==> src/rtl/knn_pkg.sv <==
// Shared types and default sizing for the KNN classification controller.
package knn_pkg;

  localparam int L_DEF     = 15;
  localparam int K_DEF     = 7;
  localparam int W_DEF     = 32;
  localparam int C_DEF     = 4;
  localparam int IDX_W_DEF = $clog2(L_DEF);

  typedef enum logic [2:0] {
    IDLE,
    CALC_REQ,
    CALC_WAIT,
    SORT_REQ,
    SORT_WAIT,
    VOTE,
    DECIDE,
    DONE
  } state_t;

  // Index width for n items, never narrower than one bit.
  function automatic int idx_width(input int n);
    return (n > 1) ? $clog2(n) : 1;
  endfunction

endpackage

==> src/rtl/knn_if.sv <==
// Host and datapath signals of the KNN controller; master = controller side.
interface knn_if
  import knn_pkg::*;
#(
  parameter int IDX_W = IDX_W_DEF,
  parameter int W     = W_DEF
) ();

  logic             start;
  logic             ready;
  logic             dist_req;
  logic [IDX_W-1:0] dist_idx;
  logic             dist_valid;
  logic             sort_start;
  logic             sort_done;
  logic [IDX_W-1:0] vote_idx;
  logic [W-1:0]     vote_type;
  logic [W-1:0]     result_type;
  logic             result_valid;
  logic             read;

  modport master (
    input  start, dist_valid, sort_done, vote_type, read,
    output ready, dist_req, dist_idx, sort_start, vote_idx, result_type, result_valid
  );

  modport slave (
    output start, dist_valid, sort_done, vote_type, read,
    input  ready, dist_req, dist_idx, sort_start, vote_idx, result_type, result_valid
  );

endinterface

==> src/rtl/knn_vote_counter.sv <==
// Per-class vote counters with clear/increment and a lowest-index-wins argmax.
module knn_vote_counter
  import knn_pkg::*;
#(
  parameter int K     = K_DEF,
  parameter int C     = C_DEF,
  parameter int CLS_W = idx_width(C)
) (
  input  logic             clk,
  input  logic             rst,
  input  logic             clr,
  input  logic             inc,
  input  logic [CLS_W-1:0] inc_cls,
  output logic [CLS_W-1:0] win_cls
);

  localparam int CNT_W = $clog2(K + 1);

  logic [CNT_W-1:0] cnt_q [C];
  logic [CNT_W-1:0] cnt_d [C];

  always_comb begin
    for (int c = 0; c < C; c++) begin
      cnt_d[c] = cnt_q[c];
      if (clr) begin
        cnt_d[c] = '0;
      end else if (inc && (inc_cls == CLS_W'(c))) begin
        cnt_d[c] = cnt_q[c] + 1'b1;
      end
    end
  end

  always_ff @(posedge clk) begin
    for (int c = 0; c < C; c++) begin
      if (rst) cnt_q[c] <= '0;
      else     cnt_q[c] <= cnt_d[c];
    end
  end

  // Strict greater-than keeps the lower class on ties.
  always_comb begin
    win_cls = '0;
    for (int c = 1; c < C; c++) begin
      if (cnt_q[c] > cnt_q[win_cls]) win_cls = CLS_W'(c);
    end
  end

endmodule

==> src/rtl/knn_controller.sv <==
// Sequences one KNN classification: L distance requests, one sort, then a K-neighbour majority vote.
module knn_controller
  import knn_pkg::*;
#(
  parameter int L     = L_DEF,
  parameter int K     = K_DEF,
  parameter int W     = W_DEF,
  parameter int C     = C_DEF,
  parameter int IDX_W = $clog2(L)
) (
  input  logic   clk,
  input  logic   rst,
  knn_if.master  bus
);

  if (K < 1 || K > L) begin : g_bad_k
    $error("knn_controller: K must satisfy 1 <= K <= L");
  end

  localparam int CLS_W = idx_width(C);

  state_t           state_q, state_d;
  logic             ready_q, ready_d;
  logic             dist_req_q, dist_req_d;
  logic [IDX_W-1:0] dist_idx_q, dist_idx_d;
  logic             sort_start_q, sort_start_d;
  logic [IDX_W-1:0] vote_idx_q, vote_idx_d;
  logic [W-1:0]     result_type_q, result_type_d;
  logic             result_valid_q, result_valid_d;

  logic             cnt_clr;
  logic             cnt_inc;
  logic [CLS_W-1:0] win_cls;
  logic             type_in_range;

  assign type_in_range = (bus.vote_type < W'(C));

  knn_vote_counter #(.K(K), .C(C), .CLS_W(CLS_W)) u_vote (
    .clk     (clk),
    .rst     (rst),
    .clr     (cnt_clr),
    .inc     (cnt_inc),
    .inc_cls (bus.vote_type[CLS_W-1:0]),
    .win_cls (win_cls)
  );

  always_comb begin
    state_d        = state_q;
    ready_d        = ready_q;
    dist_req_d     = 1'b0;
    dist_idx_d     = dist_idx_q;
    sort_start_d   = 1'b0;
    vote_idx_d     = vote_idx_q;
    result_type_d  = result_type_q;
    result_valid_d = result_valid_q;
    cnt_clr        = 1'b0;
    cnt_inc        = 1'b0;

    // Pulse outputs are raised on the transition into their state so they align with it.
    case (state_q)
      IDLE: begin
        if (bus.start) begin
          state_d    = CALC_REQ;
          dist_idx_d = '0;
          cnt_clr    = 1'b1;
          ready_d    = 1'b0;
          dist_req_d = 1'b1;
        end
      end
      CALC_REQ: state_d = CALC_WAIT;
      CALC_WAIT: begin
        if (bus.dist_valid) begin
          if (dist_idx_q == IDX_W'(L - 1)) begin
            state_d      = SORT_REQ;
            sort_start_d = 1'b1;
          end else begin
            dist_idx_d = dist_idx_q + 1'b1;
            state_d    = CALC_REQ;
            dist_req_d = 1'b1;
          end
        end
      end
      SORT_REQ: state_d = SORT_WAIT;
      SORT_WAIT: begin
        if (bus.sort_done) begin
          state_d    = VOTE;
          vote_idx_d = '0;
        end
      end
      VOTE: begin
        cnt_inc = type_in_range;
        if (vote_idx_q == IDX_W'(K - 1)) state_d = DECIDE;
        else                             vote_idx_d = vote_idx_q + 1'b1;
      end
      DECIDE: begin
        result_type_d  = W'(win_cls);
        result_valid_d = 1'b1;
        state_d        = DONE;
      end
      DONE: begin
        if (bus.read) begin
          result_valid_d = 1'b0;
          ready_d        = 1'b1;
          state_d        = IDLE;
        end
      end
      default: state_d = IDLE;
    endcase
  end

  always_ff @(posedge clk) begin
    if (rst) begin
      state_q        <= IDLE;
      ready_q        <= 1'b1;
      dist_req_q     <= 1'b0;
      dist_idx_q     <= '0;
      sort_start_q   <= 1'b0;
      vote_idx_q     <= '0;
      result_type_q  <= '0;
      result_valid_q <= 1'b0;
    end else begin
      state_q        <= state_d;
      ready_q        <= ready_d;
      dist_req_q     <= dist_req_d;
      dist_idx_q     <= dist_idx_d;
      sort_start_q   <= sort_start_d;
      vote_idx_q     <= vote_idx_d;
      result_type_q  <= result_type_d;
      result_valid_q <= result_valid_d;
    end
  end

  assign bus.ready        = ready_q;
  assign bus.dist_req     = dist_req_q;
  assign bus.dist_idx     = dist_idx_q;
  assign bus.sort_start   = sort_start_q;
  assign bus.vote_idx     = vote_idx_q;
  assign bus.result_type  = result_type_q;
  assign bus.result_valid = result_valid_q;

endmodule
==> src/flat_wrapper.sv <==
// flat-port wrapper written by rule: the top's interface ports become plain ports
module knn_controller_flat import knn_pkg::*;
#(
  parameter int L     = L_DEF,
  parameter int K     = K_DEF,
  parameter int W     = W_DEF,
  parameter int C     = C_DEF,
  parameter int IDX_W = $clog2(L)
)
  (clk, rst, bus_start, bus_dist_valid, bus_sort_done, bus_vote_type, bus_read, bus_ready, bus_dist_req, bus_dist_idx, bus_sort_start, bus_vote_idx, bus_result_type, bus_result_valid);
  knn_if #(.IDX_W(IDX_W), .W(W)) bus_i ();
  input  logic clk;
  input  logic rst;
  input wire logic [$bits(bus_i.start)-1:0] bus_start;
  input wire logic [$bits(bus_i.dist_valid)-1:0] bus_dist_valid;
  input wire logic [$bits(bus_i.sort_done)-1:0] bus_sort_done;
  input wire logic [$bits(bus_i.vote_type)-1:0] bus_vote_type;
  input wire logic [$bits(bus_i.read)-1:0] bus_read;
  output wire logic [$bits(bus_i.ready)-1:0] bus_ready;
  output wire logic [$bits(bus_i.dist_req)-1:0] bus_dist_req;
  output wire logic [$bits(bus_i.dist_idx)-1:0] bus_dist_idx;
  output wire logic [$bits(bus_i.sort_start)-1:0] bus_sort_start;
  output wire logic [$bits(bus_i.vote_idx)-1:0] bus_vote_idx;
  output wire logic [$bits(bus_i.result_type)-1:0] bus_result_type;
  output wire logic [$bits(bus_i.result_valid)-1:0] bus_result_valid;
  assign bus_i.start = bus_start;
  assign bus_i.dist_valid = bus_dist_valid;
  assign bus_i.sort_done = bus_sort_done;
  assign bus_i.vote_type = bus_vote_type;
  assign bus_i.read = bus_read;
  assign bus_ready = bus_i.ready;
  assign bus_dist_req = bus_i.dist_req;
  assign bus_dist_idx = bus_i.dist_idx;
  assign bus_sort_start = bus_i.sort_start;
  assign bus_vote_idx = bus_i.vote_idx;
  assign bus_result_type = bus_i.result_type;
  assign bus_result_valid = bus_i.result_valid;
  knn_controller #(.L(L), .K(K), .W(W), .C(C), .IDX_W(IDX_W)) u_core (.clk(clk), .rst(rst), .bus(bus_i));
endmodule
==> config.mk <==
export PLATFORM = sky130hd
export DESIGN_NAME = knn_controller_flat
export DESIGN_NICKNAME = d
export VERILOG_FILES = /design/src/rtl/knn_pkg.sv /design/src/rtl/knn_if.sv /design/src/rtl/knn_vote_counter.sv /design/src/rtl/knn_controller.sv /design/src/flat_wrapper.sv
export SDC_FILE = /design/constraint.sdc
export NUM_CORES = 1
export LEC_CHECK = 0
export CORE_ASPECT_RATIO = 0.6
export CORE_MARGIN = 5
export CORE_UTILIZATION = 44
export CTS_CLUSTER_DIAMETER = 50
export DETAILED_ROUTE_END_ITERATION = 6
export PLACE_DENSITY_LB_ADDON = 0.05
export SLEW_MARGIN = 20
export SYNTH_ARGS = -nofsm -noshare
export SYNTH_HDL_FRONTEND = slang
export SYNTH_HIERARCHICAL = 1
export SYNTH_SLANG_ARGS = --single-unit
export TNS_END_PERCENT = 10
==> constraint.sdc <==
create_clock -name clk -period 3.95 [get_ports clk]
set_input_delay 0.79 -clock clk [delete_from_list [all_inputs] [get_ports clk]]
set_output_delay 0.79 -clock clk [all_outputs]
set_load 0.005 [all_outputs]
==> qor.yml <==
synth.area.top_cells: "dfxtp_1 (28%), buf_4 (11%), ha_1 (10%)"
max_slew.worst_pin.slew_ns: 0.8241
setup_violations: 0
synthFlopType: "dfxtp_1"
p_leak_nw: 1.088
yosysTopAreaCellShare_pct: 28.10
cts_tree: "done"
status: "finished, final reports clean"
cp.arrival_ns: 3.65
synth.avg_cell_area_um2: 8.680
die_h_um: 63.08
hold_start: "u_core/bus.ready"
ys_seq_area_share_pct: 28.10
yosys_warnings: 6
critPathMostFrequentCell: "ha_1"
cp-end-kind: "register"
cts_setup_buffers: 0
post-route-drc-count: 0
final_nets: 344
worst-path-max-fanout: 6
io_pins: 82
worstPathRequired_ns: 4.10
worst_hold_path.num_cells: 2
grt_max_degree: 18
hp-class: "reg -> reg"
hold_viol: 0
coreArea_um2: 4564
die_area_um2: 6210
maxSlewViolCount: 0
routedWlPerCell_um: 13.18
synth_edf_count: 0
avgViaCountPerCell: 5.119
crit_buf_inv: 1
min_period_ns: 3.500
num_vias: 1802
slew_headroom_pct: 44.29
whs_endpoint: "u_core/bus.ready"
slowest_delay_ns: 0.32
antenna_found_initial: 0
max_clock_freq_ghz: 0.2857
numCtsBuffers: 5
critPathKind: "reg -> reg"
async_reset_ff_share_pct: 0
multi_input_area_um2: 1281
syn2layout_area_growth_pct: 25.56
drt_iter0_markers: 60
power_density_nw_per_um2: 250.1
gr-total-overflow: 0
synthCells: 238
grt_pass1_wl_um: 7603
clkLatencyLatePin_ns: 0.28
fill_cells: 430
cts.sinks: 29
ant_nets: 0
final_common_cell: "clkdlybuf4s50_1"
fin_setup_tns_ns: 0
synth_top_area_cell: "dfxtp_1"
ff2ff_setup_slack_ns: 0.45
initial_core_util_pct: 45.26
clockRootBuffer: "clkbuf_8"
die_width_um: 98.46
r2r_start: "u_core/u_vote/cnt_q[0][2]"
rr_endpoint: "u_core/bus.result_type[0]"
final_cell_mix: "clkdlybuf4s50_1 (51), conb_1 (30), dfxtp_1 (29)"
worstPathCellList: "inv_1, ha_1, a21oi_2, o21ai_2, a21oi_1, nor2_1, ha_1, nor2b_1, o221a_2, o31ai_2, ha_1, nor2b_1, o21a_1, o21ai_0, o31ai_1, mux2i_1, nor2_1"
cap_violations: 0
cts_resized: 0
ir_worst_vdd_uv: 104.9
grt_pass1_vias: 1683
clk_pin_slew_ns: 0.06
synth_cell_types: 59
drive_gt1_share_pct: 6.574
place.gp.congestion: 0.7827
fp-row-count: 19
grt_setup_unrepaired: "false"
ys_ff_latch: 29
io_buffer_count: 51
hold_buffers: 0
cp_top_family: "compound AO/OA/AOI/OAI gates"
postRouteWirelength_um: 4641
worstSetupStartpointType: "register"
clock_skew_ns: 0.005401
grtUsageTotal_pct: 15.06
drt_pass1_iterations: 4
fin_crit_sh_pct: 88.62
clk_path_buf_depth: 2
regArea_um2: 580.6
finalPower_uw: 648.8
syn-cell-area_um2: 2066
htreeDepth: 2
critPathSlowestCell: "ha_1"
reg2reg_depth: 17
diodes: 0
hpwlAfterDp_um: 3673
state kept, by name, summed over array words and instances, names as in the netlist:
name / flops
u_core/u_vote/cnt_q: 12
u_core/bus.dist_req: 1
u_core/bus.result_type: 2
u_core/state_q: 3
u_core/bus.vote_idx: 4
u_core/bus.ready: 1
u_core/bus.sort_start: 1
u_core/bus.result_valid: 1
u_core/bus.dist_idx: 4
area by class of cell:
class | count | area share [%]
Clock buffer | 7 | 3.329
Sequential cell | 29 | 22.38
Multi-Input combinational cell | 188 | 49.40
Timing Repair Buffer | 52 | 19.97
Tap cell | 63 | 3.039
Inverter | 13 | 1.881
cells in the mapped netlist, drive strengths merged, types with 2 or more instances:
library cell   n
a21oi          8
nor2b          3
nand2         13
and3           3
o21ai          7
o21a           3
dfxtp         29
or2            2
inv           13
o211a          2
xor2           3
o32ai          2
nand3b         4
buf           34
nand2b         2
nand4b         2
mux2i          5
a31oi          4
nand4          3
o221ai         2
o22ai          2
mux2           2
ha            17
or4            2
nand3         11
a211oi         2
nor4           7
clkbuf         3
nor2          21
o31ai          3
xnor2          5
nor4b          2
and3b          2
worst max path at each step:
| stage | end | slack [ns] | cells past startpoint | from |
|---|---|---|---|---|
| after floorplan | u_core/bus.result_type[0] | 0.79 | 17 | u_core/u_vote/cnt_q[0][2] |
| after global placement | u_core/bus.result_type[0] | 0.61 | 17 | u_core/u_vote/cnt_q[0][2] |
| after detailed placement | u_core/bus.result_type[0] | 0.51 | 17 | u_core/u_vote/cnt_q[0][2] |
| after CTS | u_core/bus.result_type[0] | 0.45 | 17 | u_core/u_vote/cnt_q[0][2] |
| after global routing | u_core/bus.result_type[0] | 0.14 | 17 | u_core/u_vote/cnt_q[0][2] |
| final | u_core/bus.result_type[0] | 0.45 | 17 | u_core/u_vote/cnt_q[0][2] |
worst register-to-register path: stages (launching register included):
cell,delay [ns]
dfxtp_1,0.30
inv_1,0.07
ha_1,0.32
a21oi_2,0.17
o21ai_2,0.11
a21oi_1,0.26
nor2_1,0.08
ha_1,0.30
nor2b_1,0.16
o221a_2,0.28
o31ai_2,0.21
ha_1,0.28
nor2b_1,0.13
o21a_1,0.15
o21ai_0,0.22
o31ai_1,0.11
mux2i_1,0.14
nor2_1,0.05
cell families after synthesis:
kind of cell | after synthesis | synth area share [%]
other cells | 1 | 0.1815
mux | 7 | 3.695
buf+inv | 50 | 15.14
flops | 29 | 28.10
compound gates | 45 | 16.72
simple gates | 81 | 22.47
fa+ha+maj | 17 | 10.30
xor+xnor | 8 | 3.392
power by group:
part	switching [mW]	total [mW]	internal, mW
logic	0.0392	0.0910	0.0518
registers	0.0102	0.308	0.297
clock network	0.112	0.250	0.138
total	0.162	0.649	0.487
stage by stage:
step                      hold WS, ns  utilization, %  cell area, um^2  setup slack [ns]  instances
after global routing           0.4870           56.83             2594            0.1426        352
final                          0.4602           56.83             2594            0.4495        352
after CTS                      0.4643           56.83             2594            0.4518        352
after global placement         0.4463           54.93             2507            0.6116        345
after detailed placement       0.4523           54.93             2507            0.5089        345
after floorplan                0.4527               -             2175            0.7934        267
layer usage:
| layer | part of all wire, % | global-route usage (%) | vias to the layer above |
|---|---|---|---|
| li1 | - | - | 899 |
| met1 | 50 | 20.72 | 824 |
| met2 | 39 | 20.62 | 72 |
| met3 | 9.7 | 6.505 | 7 |
| met4 | 1.4 | 5.622 | 0 |
| met5 | 0 | 0 | - |
No activity file was read; power rests on OpenSTA's default activity.
